$ cat config.mk
export PLATFORM = sky130hd
export DESIGN_NAME = rx_symbol_aligner
export DESIGN_NICKNAME = d
export VERILOG_FILES = /design/src/rtl/rx_symbol_aligner.sv
export SDC_FILE = /design/constraint.sdc
export NUM_CORES = 1
export LEC_CHECK = 0
export CORE_MARGIN = 3
export CORE_UTILIZATION = 55
export DETAILED_ROUTE_END_ITERATION = 10
export HOLD_SLACK_MARGIN = 0.15
export PLACE_DENSITY = 0.78
export REMOVE_ABC_BUFFERS = 1
export SYNTH_ARGS = -nofsm -noshare
export SYNTH_HDL_FRONTEND = slang
export SYNTH_SLANG_ARGS = --single-unit
export TNS_END_PERCENT = 30
$ cat constraint.sdc
create_clock -name CLK_5G -period 5.5 [get_ports CLK_5G]
set_input_delay 1.1 -clock CLK_5G [delete_from_list [all_inputs] [get_ports CLK_5G]]
set_output_delay 1.1 -clock CLK_5G [all_outputs]
set_load 0.005 [all_outputs]
$ cat src/rtl/rx_symbol_aligner.sv
// Bit-serial receive front end: shifts in one bit per CLK_5G edge, hunts for the K28.5 comma
// at any phase, realigns the 10-bit word boundary to it and tracks symbol lock.
module rx_symbol_aligner #(
  parameter int              DATA_WIDTH = 10,
  parameter logic [9:0]      COMMA_NEG  = 10'h17C,
  parameter logic [9:0]      COMMA_POS  = 10'h283,
  parameter int              LOCK_CNT   = 4,
  parameter int              UNLOCK_CNT = 4
) (
  input  logic                  CLK_5G,
  input  logic                  Rst,
  input  logic                  Serial_In,
  input  logic                  Align_En,
  output logic [DATA_WIDTH-1:0] Collected_Data,
  output logic                  Word_Valid,
  output logic                  Comma_Seen,
  output logic                  Symbol_Lock,
  output logic                  Realign
);

  typedef enum logic [1:0] {
    ST_SEARCH  = 2'd0,
    ST_CONFIRM = 2'd1,
    ST_LOCKED  = 2'd2
  } state_t;

  localparam logic [3:0] BIT_LAST = 4'(DATA_WIDTH - 1);
  localparam logic [2:0] LOCK_C   = 3'(LOCK_CNT);
  localparam logic [2:0] UNLOCK_C = 3'(UNLOCK_CNT);

  state_t                r_state, w_state_nxt;
  logic [DATA_WIDTH-1:0] r_sr;
  logic [3:0]            r_bit_cnt;
  logic [2:0]            r_good, r_bad, w_good_nxt, w_bad_nxt, w_good_inc, w_bad_inc;
  logic [DATA_WIDTH-1:0] r_data;
  logic                  r_word_valid, r_comma_seen, r_lock, r_realign;

  logic [DATA_WIDTH-1:0] w_window;
  logic                  w_match, w_boundary, w_realign_now, w_emit;

  // The newest bit lands in the MSB so the first-received bit ends up in bit0.
  assign w_window      = {Serial_In, r_sr[DATA_WIDTH-1:1]};
  assign w_match       = (w_window == COMMA_NEG) || (w_window == COMMA_POS);
  assign w_boundary    = (r_bit_cnt == BIT_LAST);
  assign w_realign_now = w_match && !w_boundary && Align_En && (r_state != ST_LOCKED);
  assign w_emit        = w_boundary || w_realign_now;

  assign w_good_inc = (r_good == 3'h7) ? r_good : r_good + 3'd1;
  assign w_bad_inc  = (r_bad  == 3'h7) ? r_bad  : r_bad  + 3'd1;

  // NOTE: every signal written here gets a default first, so no path leaves one unassigned
  // and no latch is inferred.
  always_comb begin
    w_state_nxt = r_state;
    w_good_nxt  = r_good;
    w_bad_nxt   = r_bad;
    if (w_match) begin
      case (r_state)
        ST_SEARCH: begin
          if (Align_En) begin
            w_good_nxt  = 3'd1;
            w_state_nxt = ST_CONFIRM;
          end
        end
        ST_CONFIRM: begin
          if (!Align_En) begin
            w_good_nxt  = 3'd0;
            w_state_nxt = ST_SEARCH;
          end else if (w_boundary) begin
            w_good_nxt = w_good_inc;
            if (w_good_inc >= LOCK_C) begin
              w_bad_nxt   = 3'd0;
              w_state_nxt = ST_LOCKED;
            end
          end else begin
            w_good_nxt = 3'd1;
          end
        end
        ST_LOCKED: begin
          if (w_boundary) begin
            w_bad_nxt = 3'd0;
          end else begin
            w_bad_nxt = w_bad_inc;
            if (w_bad_inc >= UNLOCK_C) begin
              w_good_nxt  = 3'd0;
              w_state_nxt = ST_SEARCH;
            end
          end
        end
        default: w_state_nxt = ST_SEARCH;
      endcase
    end
  end

  // NOTE: sequential state uses non-blocking assignments so every register samples the
  // pre-edge values, independent of statement order.
  always_ff @(posedge CLK_5G or posedge Rst) begin
    if (Rst) begin
      r_sr         <= '0;
      r_bit_cnt    <= '0;
      r_state      <= ST_SEARCH;
      r_good       <= '0;
      r_bad        <= '0;
      r_data       <= '0;
      r_word_valid <= 1'b0;
      r_comma_seen <= 1'b0;
      r_lock       <= 1'b0;
      r_realign    <= 1'b0;
    end else begin
      r_sr      <= w_window;
      r_state   <= w_state_nxt;
      r_good    <= w_good_nxt;
      r_bad     <= w_bad_nxt;
      r_lock    <= (w_state_nxt == ST_LOCKED);
      r_realign <= w_realign_now;
      if (w_emit) begin
        r_data       <= w_window;
        r_word_valid <= 1'b1;
        r_comma_seen <= w_match;
        r_bit_cnt    <= '0;
      end else begin
        r_word_valid <= 1'b0;
        r_comma_seen <= 1'b0;
        r_bit_cnt    <= r_bit_cnt + 4'd1;
      end
    end
  end

  assign Collected_Data = r_data;
  assign Word_Valid     = r_word_valid;
  assign Comma_Seen     = r_comma_seen;
  assign Symbol_Lock    = r_lock;
  assign Realign        = r_realign;

endmodule
## Word-level counts from Yosys, hierarchy flattened

Cells that the tools add are included.

| storage, ports and cells | value |
|---|---|
| register bits | 36 |
| input port bits | 4 |
| output and inout port bits | 14 |
| word-level logic and storage cells | 65 |

| cells by class | value |
|---|---|
| add/sub/neg operators | 3 |
| magnitude comparators | 2 |
| equal/unequal tests | 15 |
| mux-type cells | 24 |
| reduce and logical (&&, ||, !) cells | 11 |

Operators with widths:

| kind | count |
|---|---|
| 3-bit 2-to-1 mux | 11 |
| 2-bit 2-to-1 mux | 7 |
| 2-bit inequality test (second input constant) | 7 |
| 10-bit equality test (second input constant) | 1 |
| 10-bit by 9-bit equality test with 1-bit output (second input constant) | 1 |
| 5-bit AND reduction | 2 |
| 3-bit case mux with 3 select lines | 1 |
| 3-bit by 1-bit adder with 3-bit output (second input constant) | 2 |
| 3-bit equality test (second input constant) | 2 |
| 3-bit >= comparator (second input constant) | 2 |
| 2-bit case mux with 3 select lines | 1 |
| 3-bit case mux with 2 select lines | 1 |
| 4-bit by 1-bit adder with 4-bit output (second input constant) | 1 |
| 2-bit equality test (second input constant) | 2 |
| 4-bit equality test (second input constant) | 1 |
| 4-bit 2-to-1 mux | 1 |
| 1-bit logical AND | 3 |
| 3-bit nonzero test | 1 |
| 2-bit by 1-bit equality test with 1-bit output (second input constant) | 1 |
| 2-bit zero test | 1 |
| 1-bit logical OR | 2 |
| 1-bit 2-to-1 mux | 2 |
| 2-bit nonzero test | 1 |
| 1-bit zero test | 1 |

## Depth between registers and ports, before layout

Gate-level depths: netlist of run 1.

| depth | value |
|---|---|
| word-level depth | 9 |
| mapped depth | 8 |
| gate-level depth less buffers | 7 |

## Worst setup path after synthesis of run 1

No wires, ideal clock.

| timing | value |
|---|---|
| path kind | input port to flip-flop |
| from | input port Serial_In |
| to | register r_data[0], in the netlist Collected_Data[0] |
| library setup time | 125 ps |
| data arrival time | 2390 ps |
| data required time | 5375 ps |
| slack | 2985 ps |
| stages on the path | 6 |
| buffers on the path | 1 |
| path through | nand4bb_1 or4_4 nand2_4 a31oi_4 buf_6 mux2_4 |

| on the way | value |
|---|---|
| cells in the longest elaborated chain, start to end | 6 |
| elaborated cells between the ends (all ways) | 7 |
| those cells by class | eq/ne: 2; reduce/logical: 5 |

RTL lines:

| item | line | source |
|---|---|---|
| start, declared | 12 | `input logic Serial_In,` |
| 10-bit by 9-bit equality test with 1-bit output or 10-bit equality test (tied branches) | 43 | `assign w_match = (w_window == COMMA_NEG) \|\| (w_window == COMMA_POS);` |
| 1-bit logical OR (*) | 43 |  |
| 1-bit logical AND (*) (3 in a row) | 45 | `assign w_realign_now = w_match && !w_boundary && Align_En && (r_state != ST_LOCKED);` |
| 1-bit logical OR (*) | 46 | `assign w_emit = w_boundary \|\| w_realign_now;` |
| end signal, assigned | 117 | `r_data <= w_window;` |
| end, declared | 35 | `logic [DATA_WIDTH-1:0] r_data;` |

Mark *: on every way between the ends. The rest lies on a longest branch, timed or not.
A chain may end at the register's enable or synchronous reset.

## Worst setup path after layout of run 1

| timing | value |
|---|---|
| from | input port Serial_In |
| to | register r_data[4], in the netlist Collected_Data[4] |

The elaborated chain is that of the path after synthesis.

==> flow_summary.ini, run 1 <==
[drt]
wl_um = 2780
drt_pass1_iterations = 4
vias = 1046
via_per_inst = 5.84
drtIter0Drc = 29
ant_nets = 0
drt-wirelength-per-cell_um = 15.5
drc_errors = 0

[placed_design]
placed_area_mm2 = 0.00180
place.gp.congestion = 0.895
port_buffers = 17
post-place-ws_ns = 2.34
dp_hpwl_um = 2080

[sta]
tightestPinTransition_ns = 0.558
setup_tns_ns = 0
setup_viol = 0
holdWs_ns = 0.446
slew_headroom_pct = 62.8
final_hold_viol_count = 0
period_minus_slack_ns = 2.80
fin_crit_sh_pct = 50.9
setup_ws_ns = 2.70
clock.fmax_mhz = 357
slew_viol_final = 0
skew_ns = 0.0112
grt_setup_unrepaired = false

[synthesis]
syn_area_per_cell_um2 = 12.8
ys_warn_count = 0
syn-cell-area_mm2 = 0.00160
synth-seq-cells = 35
ys_seq_area_share_pct = 54.8
ys.flop_type = dfrtp_1
synth_edf_count = 0
async_flop_share_pct = 100
yosysUniqueCellTypes = 44
synthCells = 125

[critical_path]
critPathMaxStageDelay_ns = 0.52
crit_path_end_kind = flip-flop
critPathArrivalTime_ns = 3.03
cp.required_ns = 5.73
worstSetupPathType = input pin to flip-flop
crit_buf_inv = 1
critPathLaunchType = input pin
cp_max_fo = 12
path_delay_family = simple AND/OR/NAND/NOR gates
crit_chain = clkdlybuf4s50_1 -> nor4bb_1 -> nand4_1 -> nand2_4 -> a31oi_4 -> mux2_1
critPathSlowestCell = clkdlybuf4s50_1

[global_route]
antenna_found_initial = 0
grt_pass1_wl_um = 4890
grt_max_degree = 23
first_global_vias = 1081
grt_use_total_pct = 18.8
grt_overflow = 0

[floorplanning]
core-area_mm2 = 0.00261
dieArea_mm2 = 0.00359
placementRows = 18
die_x_um = 59.9
die_y_um = 59.9
initial_core_util_pct = 61.2
io_pins = 18

[clocking]
max-clock-path-buffers = 2
cts-buffers-inserted = 5
htreeDepth = 2
cts_tree = yes
clock_latency_ns = 0.34
cts_hold_buf = 0
clk_pin_slew_ns = 0.11
postCtsResizedCells = 0
cts_root_buffer = clkbuf_4
clock-sinks = 35
cts_setup_buffers = 0

[cells_and_area]
num_antenna_cells = 0
nets = 160
fin_area_mm2 = 0.00185
final_util_pct = 70.9
drive_above_1_share_pct = 16.1
area_growth_pct = 15.9

[job]
max-cap-violations = 0

[outcome]
status = complete, no violations

[power_and_ir_drop]
power.leakage_nw = 0.880
power_density_mw_per_mm2 = 354
ir_drop_v = 0.000327

[worst_hold_path]
hold_class = flip-flop to flip-flop
-- flip-flops by register name, indices dropped and copies added, names as in the netlist --
| name | cells |
|---|---|
| Collected_Data | 10 |
| r_sr | 9 |
| r_bit_cnt | 4 |
| r_bad | 3 |
| r_good | 3 |
| r_state | 2 |
| Comma_Seen | 1 |
| Realign | 1 |
| Symbol_Lock | 1 |
| Word_Valid | 1 |
-- final cells by class --
type                       instances  area, um^2
tap                               30        37.5
clock buffer                       6        41.3
fill                             194         761
sequential                        35         876
clock inverter                     2        12.5
inverter                           8        30.0
timing repair buffer              18         178
multi-input combinational         80         677
-- path summary, 6_finish.rpt --
check	cells after the start	slack (ns)	to	from
setup / recovery	6	2.70	Collected_Data[4]$_DFFE_PP0N_	Serial_In
hold / removal	0	0.45	r_sr[5]$_DFF_PP0_	r_sr[6]$_DFF_PP0_
setup reg to reg	7	3.36	r_good[1]$_DFFE_PP0P_	r_state[0]$_DFF_PP0_
hold reg to reg	0	0.45	r_sr[5]$_DFF_PP0_	r_sr[6]$_DFF_PP0_
max in group asynchronous	3	3.76	r_sr[7]$_DFF_PP0_	Rst
min in group asynchronous	2	1.08	r_state[1]$_DFF_PP0_	Rst
-- cells in the final DEF (no fill, tap or decap), types with 2 or more instances in the layout --
cell             instances
nor2_1                   9
o21a_1                   2
o211ai_1                 2
ha_1                     8
clkbuf_4                 5
nand4_1                  2
mux2_4                   8
mux2_1                   2
nor4_1                   2
and3_1                   2
clkdlybuf4s50_1         17
a21oi_1                  5
nand3_1                  5
nand2_1                  3
inv_1                    7
o21ai_0                  4
dfrtp_1                 35
-- synth_stat cells, types with 2 or more instances --
| cell type | number | area share, % |
|---|---|---|
| o211ai_1 | 2 | 0.94 |
| nand4_1 | 2 | 0.78 |
| mux2_4 | 8 | 7.5 |
| and3_1 | 2 | 0.78 |
| o21a_1 | 2 | 0.94 |
| nand3_1 | 5 | 1.6 |
| nor2_1 | 9 | 2.1 |
| a21oi_1 | 5 | 1.6 |
| nor4_1 | 2 | 0.78 |
| mux2_1 | 2 | 1.4 |
| nand2_1 | 3 | 0.70 |
| inv_1 | 7 | 1.6 |
| ha_1 | 8 | 6.3 |
| dfrtp_1 | 35 | 55 |
| o21ai_0 | 4 | 1.3 |
-- report_power, final --
group          total, mW  switching, mW  internal, mW  leakage (nW)
Sequential         0.352         0.0388         0.313         0.439
Clock              0.132         0.0830        0.0492        0.0282
Combinational      0.172         0.0484         0.124         0.413
Total              0.656          0.170         0.486         0.880
-- stage by stage --
step                cells  power, mW
CTS                   179      0.668
detailed placement    171      0.533
global placement      171      0.523
global route          179      0.696
finish                179      0.656
floorplan             123      0.428
-- layer usage --
metal  up-vias  part of all wire, %  track usage [%]
li1        504                    -                -
met1       507                   46             24.1
met2        28                   46             27.9
met3         7                  6.3             5.18
met4         0                  2.0             12.0
met5         -                    0                0
-- kinds of logic after synthesis --
logic type,after synthesis,share of synthesized area (%)
AOI/OAI and AO/OA,25,12.4
buffers and inverters,10,2.82
DFF,35,54.8
xor gates and xnor gates,2,1.10
adders and majority gates,8,6.26
and+or+nand+nor,34,13.0
muxes,11,9.63
-- worst register-to-register path: stages (launching register included) --
cell and delay (ns):
dfrtp_1 0.41, inv_1 0.08, ha_1 0.29, and4b_1 0.24, a221o_1 0.30, a211oi_2 0.40, a21boi_1 0.12, a41o_1 0.21
No activity file was read; power rests on OpenSTA's default activity.
==> run 2, diff against run 1 <==
--- a/config.mk
+++ b/config.mk
@@ -6,10 +6,10 @@
 export NUM_CORES = 1
 export LEC_CHECK = 0
 export CORE_MARGIN = 3
-export CORE_UTILIZATION = 55
+export CORE_UTILIZATION = 54
 export DETAILED_ROUTE_END_ITERATION = 10
 export HOLD_SLACK_MARGIN = 0.15
-export PLACE_DENSITY = 0.78
+export PLACE_DENSITY = 0.77
 export REMOVE_ABC_BUFFERS = 1
 export SYNTH_ARGS = -nofsm -noshare
 export SYNTH_HDL_FRONTEND = slang
==> constraint.sdc (replaced) <==
create_clock -name CLK_5G -period 2.7 [get_ports CLK_5G]
set_input_delay 0.54 -clock CLK_5G [delete_from_list [all_inputs] [get_ports CLK_5G]]
set_output_delay 0.54 -clock CLK_5G [all_outputs]
set_load 0.005 [all_outputs]
==> run 2 against run 1 <==
Compared with the run above: wire length grew 2.2%; critical path depth unchanged; combinational power up 100%; power is 110% higher; highest routed layer unchanged.
==> flow_summary.ini, run 2 (same netlist as run 1, synthesis figures left out) <==
[clocking]
clock_latency_ns = 0.35
cts_setup_buffers = 0
cts_tree = yes
clock-sinks = 35
cts_hold_buf = 0
clk_pin_slew_ns = 0.11
postCtsResizedCells = 0
htreeDepth = 2
cts-buffers-inserted = 5
cts_root_buffer = clkbuf_4
max-clock-path-buffers = 2

[worst_hold_path]
worstHoldStart = r_sr[6]$_DFF_PP0_
hold_class = flip-flop to flip-flop

[power_and_ir_drop]
power.leakage_nw = 0.888
p_total_mw = 1.37
ir_drop_v = 0.000731
power_density_mw_per_mm2 = 736

[sta]
tightestPinTransition_ns = 0.546
skew_ns = 0.0169
period_minus_slack_ns = 2.17
grt_setup_unrepaired = false
slew_headroom_pct = 63.6
setup_viol = 0
setup_tns_ns = 0
slew_viol_final = 0
fin_crit_sh_pct = 80.5
final_hold_viol_count = 0
holdWs_ns = 0.434
clock.fmax_mhz = 460

[floorplanning]
die_x_um = 60.4
die_y_um = 60.4
io_pins = 18
dieArea_mm2 = 0.00365
core-area_mm2 = 0.00278
placementRows = 19
initial_core_util_pct = 57.4

[placed_design]
dp_hpwl_um = 2120
place.gp.congestion = 0.946
port_buffers = 17

[critical_path]
critPathSlowestCell = or4_4
crit_chain = clkdlybuf4s50_1 -> nand4bb_1 -> or4_4 -> nand2_4 -> a31oi_4 -> mux2_1
critPathArrivalTime_ns = 2.42
critPathLaunchType = input pin
critPathMaxStageDelay_ns = 0.47
cp.required_ns = 2.94
r2r-start = r_state[0]$_DFF_PP0_
cp-startpoint = Serial_In
worstSetupPathType = input pin to flip-flop
crit_path_end_kind = flip-flop
cp_max_fo = 12

[drt]
via_per_inst = 5.97
drt_pass1_iterations = 4
ant_nets = 0
wl_um = 2840
drt-wirelength-per-cell_um = 15.8
vias = 1075
drc_errors = 0
drtIter0Drc = 37

[cells_and_area]
final_cell_mix = dfrtp_1, clkdlybuf4s50_1, nor2_1
num_antenna_cells = 0
ff_latch_area_um2 = 876
final_util_pct = 67.0
final_common_cell = dfrtp_1
n_fill_cell = 217
area_growth_pct = 16.6
largest_reg_flops = 10
nets = 160
multi_input_area_um2 = 677
drive_above_1_share_pct = 16.1

[global_route]
grt_max_degree = 36
grt_use_total_pct = 18.8
first_global_vias = 1066
grt_pass1_wl_um = 4930
antenna_found_initial = 0
grt_overflow = 0

[job]
max-cap-violations = 0

[outcome]
status = complete, no violations
run 2: cell count changes in the layout (fill, tap and decap cells not counted), sizes merged:
cell / delta
clkinvlp: -1
clkbuf: +1
run 2: worst paths after layout:
kind	end	depth (start not counted)	slack, ns
min reg2reg	r_sr[5]$_DFF_PP0_	0	0.43
min	r_sr[5]$_DFF_PP0_	0	0.43
min in group asynchronous	Collected_Data[4]$_DFFE_PP0N_	3	0.57
max reg2reg	r_good[1]$_DFFE_PP0P_	7	0.61
max in group asynchronous	Realign$_DFF_PP0_	3	1.82
max	Collected_Data[5]$_DFFE_PP0N_	6	0.53
run 2: area by class of cell:
class,count,share of cell area [%]
clock buffers,7,2.95
clock inverters,1,0.470
multi-input cells,80,36.3
inverters,8,1.61
repair buffers,18,9.54
flip-flops and latches,35,47.0
well taps,31,2.08
run 2: routing by layer:
metal  vias up  routed length (um)  GRT usage, %
met5         -                   0             0
met4         0                  53          7.59
met3         6                 157          7.02
met2        33                1360          28.7
met1       534                1270          24.4
li1        502                   -             -
run 2: power breakdown:
part,internal (mW),switching [mW],leakage [nW]
registers,0.637,0.0810,0.439
clock network,0.129,0.174,0.0355
logic,0.253,0.0972,0.413
run 2: worst max-delay path: cells and delay by family:
kind	cells	cell delay, ns
and+or+nand+nor	3	0.80
buffers and inverters	1	0.45
muxes	1	0.38
AOI/OAI and AO/OA	1	0.23
run 2: metrics by stage:
step | std cells | worst slack [ns] | cell area (um^2)
after global placement | 172 | 0.188 | 1800
after global routing | 180 | 0.335 | 1860
after detailed placement | 172 | 0.117 | 1800
final | 180 | 0.525 | 1860
after CTS | 180 | 0.502 | 1860
after floorplan | 123 | 0.740 | 1580
